File: src/rtl/math_arb_pkg.sv
// Shared encodings for the math unit arbiter: op codes, FSM states, default watchdog limit.
package math_arb_pkg;

  localparam logic OP_MUL = 1'b0;
  localparam logic OP_DIV = 1'b1;

  localparam int DEF_TIMEOUT_CYC = 255;

  typedef enum logic [1:0] {
    ST_IDLE  = 2'd0,
    ST_ISSUE = 2'd1,
    ST_WAIT  = 2'd2,
    ST_RESP  = 2'd3
  } state_e;

endpackage

File: src/rtl/math_unit_arbiter_rr_picker.sv
// Combinational round-robin picker: first set request at or after ptr, wrapping at NREQ.
module rr_picker #(
  parameter int NREQ = 4,
  parameter int IW   = 2
) (
  input  logic [NREQ-1:0] req,
  input  logic [IW-1:0]   ptr,
  output logic [NREQ-1:0] gnt,
  output logic [IW-1:0]   idx,
  output logic            any
);

  logic [IW:0]   sum;
  logic [IW-1:0] j;

  always_comb begin
    gnt = '0;
    idx = '0;
    any = 1'b0;
    sum = '0;
    j   = '0;
    for (int i = 0; i < NREQ; i++) begin
      sum = {1'b0, ptr} + (IW+1)'(i);
      if (sum >= (IW+1)'(NREQ)) sum = sum - (IW+1)'(NREQ);
      j = sum[IW-1:0];
      if (!any && req[j]) begin
        any    = 1'b1;
        gnt[j] = 1'b1;
        idx    = j;
      end
    end
  end

endmodule

File: src/rtl/math_unit_arbiter.sv
// Round-robin arbiter sharing one multiplier and one divider among NREQ requesters, one op in flight.
// Optional watchdog on ISSUE/WAIT enabled by MATH_ARB_TIMEOUT_EN.
module math_unit_arbiter
  import math_arb_pkg::*;
#(
  parameter int NREQ        = 4,
  parameter int WIDTH       = 32,
  parameter int MWIDTH      = 16,
  parameter int TIMEOUT_CYC = DEF_TIMEOUT_CYC
) (
  input  logic                  clk,
  input  logic                  rst_n,
  input  logic [NREQ-1:0]       req_i,
  input  logic [NREQ-1:0]       op_i,
  input  logic [NREQ*WIDTH-1:0] a_i,
  input  logic [NREQ*WIDTH-1:0] b_i,
  output logic [NREQ-1:0]       ack_o,
  output logic [WIDTH-1:0]      result_o,
  output logic                  err_o,
  output logic                  busy_o,
  output logic                  mul_stb_o,
  output logic [MWIDTH-1:0]     mul_a_o,
  output logic [MWIDTH-1:0]     mul_b_o,
  input  logic                  mul_busy_i,
  input  logic                  mul_done_i,
  input  logic [2*MWIDTH-1:0]   mul_p_i,
  output logic                  div_start_o,
  output logic [WIDTH-1:0]      div_a_o,
  output logic [WIDTH-1:0]      div_b_o,
  input  logic                  div_busy_i,
  input  logic                  div_done_i,
  input  logic                  div_valid_i,
  input  logic                  div_dbz_i,
  input  logic                  div_ovf_i,
  input  logic [WIDTH-1:0]      div_val_i
);

  localparam int IW = (NREQ > 1) ? $clog2(NREQ) : 1;

  if (NREQ < 2 || NREQ > 8 || WIDTH < 2*MWIDTH || TIMEOUT_CYC < 1) begin : g_bad_param
    $error("math_unit_arbiter: illegal parameter combination");
  end

  logic [NREQ-1:0][WIDTH-1:0] a_v, b_v;
  assign a_v = a_i;
  assign b_v = b_i;

  state_e            state_q, state_d;
  logic [IW-1:0]     ptr_q, gnt_idx_q;
  logic [NREQ-1:0]   gnt_oh_q;
  logic              op_q;
  logic [WIDTH-1:0]  a_q, b_q, res_q;
  logic              err_q;

  logic [NREQ-1:0]   pk_gnt;
  logic [IW-1:0]     pk_idx;
  logic              pk_any;

  logic              cap_en, cap_err;
  logic [WIDTH-1:0]  cap_res;

  rr_picker #(.NREQ(NREQ), .IW(IW)) u_pick (
    .req (req_i),
    .ptr (ptr_q),
    .gnt (pk_gnt),
    .idx (pk_idx),
    .any (pk_any)
  );

`ifdef MATH_ARB_TIMEOUT_EN
  localparam int CW = $clog2(TIMEOUT_CYC + 1);
  logic [CW-1:0] cnt_q;

  always_ff @(posedge clk or negedge rst_n) begin
    if (!rst_n)                                          cnt_q <= '0;
    else if (state_q == ST_IDLE)                         cnt_q <= '0;
    else if (state_q == ST_ISSUE || state_q == ST_WAIT)  cnt_q <= cnt_q + 1'b1;
  end
`endif

  always_comb begin
    state_d     = state_q;
    mul_stb_o   = 1'b0;
    div_start_o = 1'b0;
    cap_en      = 1'b0;
    cap_res     = '0;
    cap_err     = 1'b0;
    case (state_q)
      ST_IDLE:  if (pk_any) state_d = ST_ISSUE;
      ST_ISSUE: begin
        if (op_q == OP_DIV ? !div_busy_i : !mul_busy_i) begin
          mul_stb_o   = (op_q == OP_MUL);
          div_start_o = (op_q == OP_DIV);
          state_d     = ST_WAIT;
        end
      end
      ST_WAIT: begin
        // only the selected unit's done is honoured
        if (op_q == OP_MUL && mul_done_i) begin
          cap_en  = 1'b1;
          cap_res = WIDTH'(mul_p_i);
          state_d = ST_RESP;
        end else if (op_q == OP_DIV && div_done_i) begin
          cap_en  = 1'b1;
          cap_res = div_val_i;
          cap_err = div_dbz_i | div_ovf_i | ~div_valid_i;
          state_d = ST_RESP;
        end
      end
      ST_RESP:  state_d = ST_IDLE;
      default:  state_d = ST_IDLE;
    endcase
`ifdef MATH_ARB_TIMEOUT_EN
    // a real completion in the limit cycle wins over the watchdog
    if ((state_q == ST_ISSUE || state_q == ST_WAIT) && !cap_en &&
        cnt_q == CW'(TIMEOUT_CYC - 1)) begin
      state_d     = ST_RESP;
      mul_stb_o   = 1'b0;
      div_start_o = 1'b0;
      cap_en      = 1'b1;
      cap_res     = '0;
      cap_err     = 1'b1;
    end
`endif
  end

  always_ff @(posedge clk or negedge rst_n) begin
    if (!rst_n) begin
      state_q   <= ST_IDLE;
      ptr_q     <= '0;
      gnt_idx_q <= '0;
      gnt_oh_q  <= '0;
      op_q      <= OP_MUL;
      a_q       <= '0;
      b_q       <= '0;
      res_q     <= '0;
      err_q     <= 1'b0;
    end else begin
      state_q <= state_d;
      if (state_q == ST_IDLE && pk_any) begin
        gnt_idx_q <= pk_idx;
        gnt_oh_q  <= pk_gnt;
        op_q      <= op_i[pk_idx];
        a_q       <= a_v[pk_idx];
        b_q       <= b_v[pk_idx];
      end
      if (cap_en) begin
        res_q <= cap_res;
        err_q <= cap_err;
      end
      if (state_q == ST_RESP)
        ptr_q <= (gnt_idx_q == IW'(NREQ - 1)) ? '0 : gnt_idx_q + 1'b1;
    end
  end

  assign ack_o    = (state_q == ST_RESP) ? gnt_oh_q : '0;
  assign result_o = res_q;
  assign err_o    = err_q;
  assign busy_o   = (state_q != ST_IDLE);
  assign mul_a_o  = a_q[MWIDTH-1:0];
  assign mul_b_o  = b_q[MWIDTH-1:0];
  assign div_a_o  = a_q;
  assign div_b_o  = b_q;

endmodule

File: config.mk
export PLATFORM = sky130hd
export DESIGN_NAME = math_unit_arbiter
export DESIGN_NICKNAME = d
export VERILOG_FILES = /design/src/rtl/math_arb_pkg.sv /design/src/rtl/math_unit_arbiter_rr_picker.sv /design/src/rtl/math_unit_arbiter.sv
export SDC_FILE = /design/constraint.sdc
export NUM_CORES = 1
export LEC_CHECK = 0
export BUFFER_PORTS_ARGS = -buffer_cell sky130_fd_sc_hd__buf_4
export CORE_AREA = 2 2 182 184
export DETAILED_ROUTE_END_ITERATION = 16
export DIE_AREA = 0 0 184 186
export GPL_ROUTABILITY_DRIVEN = 0
export PLACE_DENSITY_LB_ADDON = 0.3
export SYNTH_ARGS = -nofsm -noshare
export SYNTH_HDL_FRONTEND = slang
export SYNTH_HIERARCHICAL = 1
export SYNTH_SLANG_ARGS = --single-unit
File: constraint.sdc
create_clock -name clk -period 4.9 [get_ports clk]
set_input_delay 0.735 -clock clk [delete_from_list [all_inputs] [get_ports clk]]
set_output_delay 0.735 -clock clk [all_outputs]
set_load 0.01 [all_outputs]
==> impl_metrics.toml <==
[synth]
yosys_warnings = 6
seq_area_frac_synth_pct = 40.72
ys_seq_elements = 108
netlist_area_mm2 = 0.006636
avgSynthCellArea_um2 = 14.65
syn-num-nets = 800
synthCells = 453
synth_cell_types = 35

[clock_network]
cts_sinks = 108
clock_latency_ns = 0.37
cts.repair.resized = 0
cts_buffers = 9
cts_max_level = 3
cts_tree = "done"
root_buffer = "clkbuf_16"
cts_setup_buffers = 0
clk_pin_slew_ns = 0.09
cts.hold.buffers_added = 0
clk_path_buf_depth = 2

[floorplanning]
floorplan.rows = 66
die_x_um = 184
core_region_area_mm2 = 0.03221
start_util_pct = 20.61
dieHeight_um = 186
die_area_mm2 = 0.03422
io_pins = 473

[worst_setup_path]
cp_num_buf_inv = 2
critPathMostFrequentCell = "mux4_2"
criticalPathCategory = "flip-flop to flip-flop"
slowest_stage = "dfrtp_1"
cp.arrival_ns = 4.18
cpPeakStageDelay_ns = 0.72
start_kind = "flip-flop"
cp_max_fo = 39
crit_family = "multiplexers"
crit_required_ns = 5.14
path_cells = "inv_1 -> ha_1 -> mux4_2 -> and2b_2 -> o21ai_0 -> o31ai_4 -> buf_4 -> mux4_2 -> mux2_2"
worstSetupEndpointType = "flip-flop"

[layout]
synthToLayoutAreaGrowth_pct = 60.18
fill_cells = 3225
nets = 1220
num_antenna_cells = 0
drive_gt1_share_pct = 73.58

[grt]
top_usage_layer = "met2"
grt_usage_pct = 13.22
grt_use_met2_pct = 24.80
grt-ovfl-total = 0
use_met1_pct = 14.92
grt_max_degree = 71
use_met3_pct = 2.915
grt_pass1_vias = 6189
antenna_found_initial = 0
grt_first_pass_wirelength_um = 34480

[timing]
timing.final.ws_setup_ns = 0.9576
fin_worst_skew_ns = 0.01637
maxSlewViolCount = 0
tns_ns = 0
relSlewSlack_pct = 33.51
fmax_mhz = 253.7
hold_violations = 0
rsz0062_at_grt = "no"
setup_viol = 0
tightest_slew_ns = 0.9974
min_period_over_period_pct = 80.46
min_period_ns = 3.942

[drt]
dr.pass1.iters = 4
wl_per_cell_um = 18.47
ant_nets = 0
routed_wirelength_um = 23750
via_count = 5760
viasPerCell = 4.479
drc = 0
initialDrtViolationCount = 125

[power]
peakVddDrop_uv = 490.9
totalPowerFinal_mw = 7.225
leakage_nw = 4.985
p_per_area_mw_per_mm2 = 679.7

[place]
dp_hpwl_um = 18470
numPortBuffers = 472
dp_slack_ns = 0.9228

[hold_path]
hp-class = "flip-flop to flip-flop"

[status]
outcome = "complete, no violations"

[run]
drv_cap = 0
## per-stage QoR
stage / cell area [um^2] / cells / hold slack (ns) / utilization (%)
4_1_cts: 10630 / 1286 / 0.5080 / 33.01
2_1_floorplan: 6636 / 453 / 0.4394 / -
3_3_place_gp: 10320 / 1270 / 0.4822 / 32.04
3_5_place_dp: 10320 / 1270 / 0.4853 / 32.04
6_report: 10630 / 1286 / 0.5009 / 33.01
5_1_grt: 10630 / 1286 / 0.5132 / 33.01
## synthesized netlist by cell type
library cell / count / area (um^2)
and2_2: 1 / 7.510
mux2_1: 2 / 22.52
buf_6: 8 / 90.09
mux2_2: 74 / 833.3
clkbuf_1: 10 / 37.54
o21ai_2: 1 / 8.760
o31ai_1: 1 / 7.510
a32o_1: 2 / 20.02
and2b_2: 1 / 8.760
nor2_1: 6 / 22.52
nor3b_1: 1 / 7.510
nor4_1: 1 / 6.260
mux4_1: 2 / 52.55
nand2b_1: 2 / 12.51
o221ai_1: 1 / 8.760
inv_1: 7 / 26.28
o21ai_0: 5 / 25.02
buf_1: 6 / 22.52
a2bb2oi_1: 1 / 8.760
a22o_1: 64 / 560.5
buf_2: 15 / 75.07
a222oi_1: 1 / 10.01
nand2_1: 3 / 11.26
nor4b_4: 1 / 23.77
a22oi_1: 8 / 60.06
ha_1: 10 / 125.1
o211ai_1: 1 / 7.510
dfrtp_1: 108 / 2703
nor2b_1: 2 / 12.51
mux4_2: 67 / 1509
mux2i_1: 3 / 30.03
and3b_2: 1 / 10.01
nor3_1: 1 / 5.000
buf_4: 32 / 240.2
and2_1: 4 / 25.02
## report_power, final
group / leakage, nW / total (mW) / internal [mW] / switching [mW]
logic: 3.54 / 4.73 / 2.72 / 2.01
registers: 1.30 / 1.71 / 1.36 / 0.347
clock network: 0.149 / 0.786 / 0.370 / 0.415
total: 4.98 / 7.23 / 4.45 / 2.77
## placed cells by master, fill, tap and decap left out, types with 4 or more instances in the layout
cell and instances:
buf_4 480, dfrtp_1 108, mux2_2 74, mux4_2 67, a22o_1 64, ha_1 10, clkbuf_16 9, a22oi_1 8
inv_1 7, nor2_1 6, o21ai_0 5, and2_1 4, inv_8 4
## final cells by class
type,count,area [um^2],share of cell area [%]
well taps,408,510.5,4.802
clock buffers,9,225.2,2.119
flip-flops and latches,108,2703,25.42
repair buffers,480,3603,33.90
multi-input cells,267,3477,32.71
clock inverters,7,85.08,0.8004
inverters,7,26.28,0.2472
## worst paths after layout
check | cells past startpoint | startpoint | endpoint | slack [ns]
worst max-delay path | 9 | ptr_q[0] | div_a_o[6] | 0.96
worst min-delay path | 1 | err_o | err_o | 0.50
worst max register to register | 9 | ptr_q[0] | div_a_o[6] | 0.96
worst min register to register | 1 | err_o | err_o | 0.50
max in group asynchronous | 2 | rst_n | state_q[0] | 3.32
min in group asynchronous | 1 | rst_n | div_b_o[20] | 0.51
## state kept, by name (all words and copies together) (netlist names)
signal and cells:
div_a_o 32, div_b_o 32, err_o 1, gnt_idx_q 2
gnt_oh_q 4, op_q 1, ptr_q 2, result_o 32
state_q 2
## kinds of logic (layout without fill, tap and decap cells)
logic type,count (synthesis),after routing,share of synthesized area (%)
muxes,148,148,36.88
DFF,108,108,40.72
AOI/OAI and AO/OA,85,85,10.80
buffers and inverters,78,503,7.410
and+or+nand+nor,24,24,2.300
adders and majority gates,10,10,1.885
## routing by layer
layer	up-vias	share of wire [%]	wire, um
li1	2610	-	-
met1	2873	38	8949
met2	258	54	12860
met3	19	6.8	1616
met4	0	1.3	318
met5	-	0	0
No activity file was read; power rests on OpenSTA's default activity.
